File: config.mk
export PLATFORM = sky130hd
export DESIGN_NAME = sdmac_fifo_packer
export DESIGN_NICKNAME = d
export VERILOG_FILES = /design/src/rtl/sdmac_pkg.sv /design/src/rtl/sdmac_byte_packer.sv /design/src/rtl/sdmac_fifo_packer.sv
export SDC_FILE = /design/constraint.sdc
export NUM_CORES = 1
export LEC_CHECK = 0
export CAP_MARGIN = 5
export CORE_UTILIZATION = 58
export DETAILED_ROUTE_END_ITERATION = 16
export PLACE_DENSITY = 0.79
export SLEW_MARGIN = 40
export SYNTH_ARGS = -nofsm -noshare
export SYNTH_HDL_FRONTEND = slang
export SYNTH_SLANG_ARGS = --single-unit
File: constraint.sdc
create_clock -name SCLK -period 7.08 [get_ports SCLK]
set_input_delay 1.062 -clock SCLK [delete_from_list [all_inputs] [get_ports SCLK]]
set_output_delay 1.062 -clock SCLK [all_outputs]
set_load 0.05 [all_outputs]
File: src/rtl/sdmac_pkg.sv
// Shared constants and types for the SDMAC output-side longword FIFO.
package sdmac_pkg;

    localparam int FIFO_DEPTH = 8;
    localparam int FIFO_AW    = 3;

    // Byte lanes of a 32-bit entry; lane 3 is the most significant byte.
    localparam int LANE0_MSB = 7;
    localparam int LANE1_MSB = 15;
    localparam int LANE2_MSB = 23;
    localparam int LANE3_MSB = 31;

    typedef enum logic [1:0] {
        CMT_NONE,
        CMT_BYTE,
        CMT_LONG,
        CMT_FLUSH
    } commit_src_e;

    // Byte offset 0 lands in the most significant lane (big-endian packing).
    function automatic logic [31:0] lane_insert(input logic [31:0] word,
                                                input logic [1:0]  offset,
                                                input logic [7:0]  data);
        logic [31:0] result;
        result = word;
        case (offset)
            2'd0:    result[LANE3_MSB -: 8] = data;
            2'd1:    result[LANE2_MSB -: 8] = data;
            2'd2:    result[LANE1_MSB -: 8] = data;
            default: result[LANE0_MSB -: 8] = data;
        endcase
        return result;
    endfunction

endpackage

File: src/rtl/sdmac_byte_packer.sv
// Packs SCSI-side bytes into a longword staging register and arbitrates
// between byte, longword and flush commits towards the FIFO.
module sdmac_byte_packer
    import sdmac_pkg::*;
(
    input  logic        clk,
    input  logic        rst_n,
    input  logic        clr,
    input  logic        wr_byte,
    input  logic [7:0]  byte_data,
    input  logic        wr_long,
    input  logic [31:0] long_data,
    input  logic        flush,
    output logic [1:0]  bo,
    output logic        err,
    output logic        commit_valid,
    output logic [31:0] commit_data
);

    logic [31:0] staging;
    logic        byte_en;
    logic [31:0] packed_word;
    logic [1:0]  bo_next;
    commit_src_e src;

    // Byte steering and commit-source selection; a longword write masks any byte write.
    always_comb begin
        byte_en     = wr_byte && !wr_long;
        packed_word = byte_en ? lane_insert(staging, bo, byte_data) : staging;
        bo_next     = byte_en ? bo + 2'd1 : bo;
        src         = CMT_NONE;
        if (wr_long && bo == 2'd0) begin
            src = CMT_LONG;
        end else if (byte_en && bo == 2'd3) begin
            src = CMT_BYTE;
        end else if (flush && bo_next != 2'd0) begin
            src = CMT_FLUSH;
        end
        commit_valid = (src != CMT_NONE);
        // Staging is zeroed after every commit, so unwritten low lanes are already 0 for a flush.
        commit_data  = (src == CMT_LONG) ? long_data : packed_word;
    end

    // Staging register, byte offset and the rejected-longword pulse.
    always_ff @(posedge clk or negedge rst_n) begin
        if (!rst_n) begin
            staging <= '0;
            bo      <= 2'd0;
            err     <= 1'b0;
        end else if (clr) begin
            staging <= '0;
            bo      <= 2'd0;
            err     <= 1'b0;
        end else begin
            err <= wr_long && (bo != 2'd0);
            if (commit_valid) begin
                // Offset returns to 0 whether or not the FIFO accepts the entry.
                staging <= '0;
                bo      <= 2'd0;
            end else if (byte_en) begin
                staging <= packed_word;
                bo      <= bo_next;
            end
        end
    end

endmodule

File: src/rtl/sdmac_fifo_packer.sv
// Longword FIFO feeding the CPU-side output datapath; head entry drives OD.
module sdmac_fifo_packer
    import sdmac_pkg::*;
#(
    parameter int DEPTH = FIFO_DEPTH,
    parameter int AW    = FIFO_AW
) (
    input  logic          SCLK,
    input  logic          _RST,
    input  logic          FIFO_CLR,
    input  logic          WR_BYTE,
    input  logic [7:0]    BYTE_IN,
    input  logic          WR_LONG,
    input  logic [31:0]   ID,
    input  logic          FLUSH,
    input  logic          RD_LONG,
    output logic [31:0]   OD,
    output logic          FIFOFULL,
    output logic          FIFOEMPTY,
    output logic [AW:0]   LEVEL,
    output logic [1:0]    BO,
    output logic          BOEQ3,
    output logic          OVF,
    output logic          UNF,
    output logic          ERR
);

    localparam logic [AW:0] LVL_FULL = (AW + 1)'(DEPTH);

    logic [31:0]   mem [DEPTH];
    logic [AW-1:0] wptr;
    logic [AW-1:0] rptr;
    logic          commit_valid;
    logic [31:0]   commit_data;
    logic          accept;
    logic          pop;
    logic [AW:0]   level_next;

    sdmac_byte_packer u_packer (
        .clk          (SCLK),
        .rst_n        (_RST),
        .clr          (FIFO_CLR),
        .wr_byte      (WR_BYTE),
        .byte_data    (BYTE_IN),
        .wr_long      (WR_LONG),
        .long_data    (ID),
        .flush        (FLUSH),
        .bo           (BO),
        .err          (ERR),
        .commit_valid (commit_valid),
        .commit_data  (commit_data)
    );

    // A full FIFO still takes a commit when the head is popped in the same cycle.
    always_comb begin
        accept     = commit_valid && (!FIFOFULL || RD_LONG);
        pop        = RD_LONG && !FIFOEMPTY;
        level_next = LEVEL;
        case ({accept, pop})
            2'b10:   level_next = LEVEL + 1'b1;
            2'b01:   level_next = LEVEL - 1'b1;
            default: level_next = LEVEL;
        endcase
    end

    // Entry storage is never cleared; emptiness gates what OD shows.
    always_ff @(posedge SCLK) begin
        if (accept && !FIFO_CLR) begin
            mem[wptr] <= commit_data;
        end
    end

    // Pointers, occupancy, status and sticky error flags.
    always_ff @(posedge SCLK or negedge _RST) begin
        if (!_RST) begin
            wptr      <= '0;
            rptr      <= '0;
            LEVEL     <= '0;
            FIFOFULL  <= 1'b0;
            FIFOEMPTY <= 1'b1;
            OVF       <= 1'b0;
            UNF       <= 1'b0;
        end else if (FIFO_CLR) begin
            wptr      <= '0;
            rptr      <= '0;
            LEVEL     <= '0;
            FIFOFULL  <= 1'b0;
            FIFOEMPTY <= 1'b1;
            OVF       <= 1'b0;
            UNF       <= 1'b0;
        end else begin
            if (accept) wptr <= wptr + 1'b1;
            if (pop)    rptr <= rptr + 1'b1;
            LEVEL     <= level_next;
            FIFOFULL  <= (level_next == LVL_FULL);
            FIFOEMPTY <= (level_next == '0);
            if (commit_valid && !accept) OVF <= 1'b1;
            if (RD_LONG && FIFOEMPTY)    UNF <= 1'b1;
        end
    end

    assign OD    = FIFOEMPTY ? 32'd0 : mem[rptr];
    assign BOEQ3 = (BO == 2'd3);

endmodule

==> reports/results.ini <==
[timing]
worst_slack_ps=2510
clock_skew_ps=12.8
fmax_mhz=219
finalCritPeriodShare=0.645
finalSetupViolCount=0
maxSlewHeadroom=0.471
report.final.slew_viol_count=0
tightest_slew_ps=790
holdWs_ps=495
hold_viol=0
rsz0062_at_grt=no
post-route-min-period_ps=4570
fin_tns_setup_ps=0

[synth]
synthAdderAreaFrac=0.00897
async_flop_share=0.161
avgSynthCellArea_sq_um=18.0
yosys-top-cells-area=edfxtp_1 61%, mux4_2 11%, dfrtp_1 9.6%, mux2i_1 5.4%, nor2_1 2.7%
synth_top_family_by_area=multiplexers
ys_ff_latch=305
ys_types=45
yosys.area_share.simple=0.0637
ys.warnings.count=0
synth_xor_area_frac=0.00419
synth-seq-area-share=0.710
synth_top_area_share=0.613
syn_area_sq_um=12500
synthCells=698
synth_edf_count=256
synth_compound_area_frac=0.0251
synthFlopType=edfxtp_1
muxShareOfSynthArea=0.171
synth_top_area_cell=edfxtp_1
synth.net_count=754

[setup_path]
r2r_setup_slack_ps=3460
critPathKind=register to output port
critPathLaunchType=register
rr_startpoint=u_packer.bo[0]$_DFFE_PN0P_
worst-path-buf-inv=2
crit_path_start=rptr[1]$_DFFE_PN0P_
slowest_delay_ps=870
worst_ep_arrival_time_ps=3510
critPathCaptureType=output port
r2r_end=FIFOFULL$_DFF_PN0_
r2r_cells=11
path_cells=buf_4 > mux4_2 > mux2i_1 > nor2_1 > clkdlybuf4s50_1
cp_slowest_cell=clkdlybuf4s50_1
required_ps=6020
cp_max_fo=46
path_delay_family=buffers and inverters

[layout]
mostFrequentLayoutCell=edfxtp_1
multi_input_area_sq_um=3480
fin_area_sq_um=14800
register_area_sq_um=8920
drive_above_1_share=0.201
synthToLayoutAreaGrowth_pct=17.7
final_util=0.701
nNetsFinal=854
layout_common_cells=256 x edfxtp_1, 89 x clkdlybuf4s50_1, 86 x nor2_1, 68 x mux2i_1, 64 x mux4_2
fill_cells=1267
n_antenna_cell=0

[drt]
wire_per_inst_um=24.2
num_vias=6756
drt_iter0_drc=519
wl_mm=26.5
route.detailed.drc=0
via_per_inst=6.16
ant_nets=0
drt_pass1_iterations=5

[grt]
grt_max_degree=50
grt_pass1_vias=7142
grt_pass1_wl_mm=40.9
grt_usage=0.251
overflow=0
grt_antenna_before_repair=0

[clock_network]
cts-buffers-inserted=29
clock_latency_ps=550
clk_path_buf_depth=3
cts_root_buf=clkbuf_16
path_clk_slew_ps=60
cts.htree.levels=1
post_cts_resized=0
hold_buffers=0
cts_tree=built
cts_setup_buffers=0
cts_sinks=305

[worst_hold_path]
holdPathStages=1
hp-start=u_packer.staging[7]$_DFFE_PN0P_
hold_class=register to register
min_to=u_packer.staging[7]$_DFFE_PN0P_

[floorplan]
start_util=0.595
io_pins=91
rows=53
chipHeight_um=149
fp.dieW_um=149
dieArea_sq_um=22200
core_sq_um=21100

[run]
drv_cap=0

[place]
io_buffer_count=90
place_hpwl_mm=16.1
pre_cts_ws_ps=2520
post_dp_cell_area_sq_um=13800
gp_congestion=0.782

[power]
power.density_nw_per_um2=310
ir_drop_v=0.000257
p_leak_nw=5.09

[run_status]
status=finished, final reports clean

==> metrics by stage <==
| step | cells | power (mW) |
|---|---|---|
| 2_1_floorplan | 698 | 2.77 |
| 3_3_place_gp | 1041 | 3.04 |
| 3_5_place_dp | 1042 | 3.07 |
| 4_1_cts | 1096 | 4.61 |
| 5_1_grt | 1096 | 4.73 |
| 6_report | 1096 | 4.59 |
==> kinds of logic after synthesis <==
| group | count (synthesis) |
|---|---|
| AOI/OAI and AO/OA | 51 |
| DFF | 305 |
| and+or+nand+nor | 149 |
| xor gates and xnor gates | 6 |
| buffers and inverters | 44 |
| muxes | 134 |
| adders and majority gates | 9 |
==> sequential cells by signal, indices dropped and copies added (netlist names) <==
signal,flops
OVF,1
UNF,1
FIFOEMPTY,1
u_packer.bo,2
mem,256
rptr,3
FIFOFULL,1
LEVEL,4
wptr,3
u_packer.err,1
u_packer.staging,32
==> final cells by class <==
class | count | area share
clock inverters | 14 | 0.0120
inverters | 6 | 0.00152
clock buffers | 40 | 0.0533
repair buffers | 107 | 0.0703
well taps | 275 | 0.0233
multi-input cells | 349 | 0.236
flip-flops and latches | 305 | 0.604
==> routing by layer <==
layer	global-route usage	part of all wire
met2	0.414	0.50
met3	0.0352	0.068
met1	0.349	0.41
met4	0.0878	0.031
met5	0	0
==> worst reg2reg max path: cells and delay by family, from the launching register on <==
kind | cells | cell delay (ps)
compound gates | 2 | 720
xor+xnor | 2 | 390
fa+ha+maj | 3 | 730
buf+inv | 1 | 120
flops | 1 | 510
mux | 1 | 270
simple gates | 2 | 770
==> cells in the mapped netlist (all sizes together) (2+ instances only) <==
library cell,instances
edfxtp,256
nor2,110
mux2i,68
mux4,64
dfrtp,48
a21oi,37
buf,20
clkbuf,18
and2,9
ha,9
nand2,8
inv,6
nor2b,5
nand2b,3
nor3,3
xnor2,3
xor2,3
a311o,2
mux2,2
nand3b,2
nor3b,2
nor4,2
==> worst max-delay path by stage <==
stage / end / slack (ps) / depth (start not counted)
after global routing: OD[24] / 2410 / 5
after global placement: mem[3][26]$_DFFE_PP_ / 2620 / 6
after CTS: OD[24] / 2480 / 5
after floorplan: mem[1][0]$_DFFE_PP_ / 1260 / 5
after detailed placement: FIFOFULL$_DFF_PN0_ / 2520 / 12
final: OD[24] / 2510 / 5
==> where the power goes <==
group | internal, mW | switching, mW | leakage (nW)
Combinational | 0.370 | 0.549 | 1.62
Clock | 0.923 | 0.630 | 0.469
Sequential | 2.03 | 0.0878 | 3.00
Total | 3.32 | 1.27 | 5.09
Power figures use the tool's default switching activity.
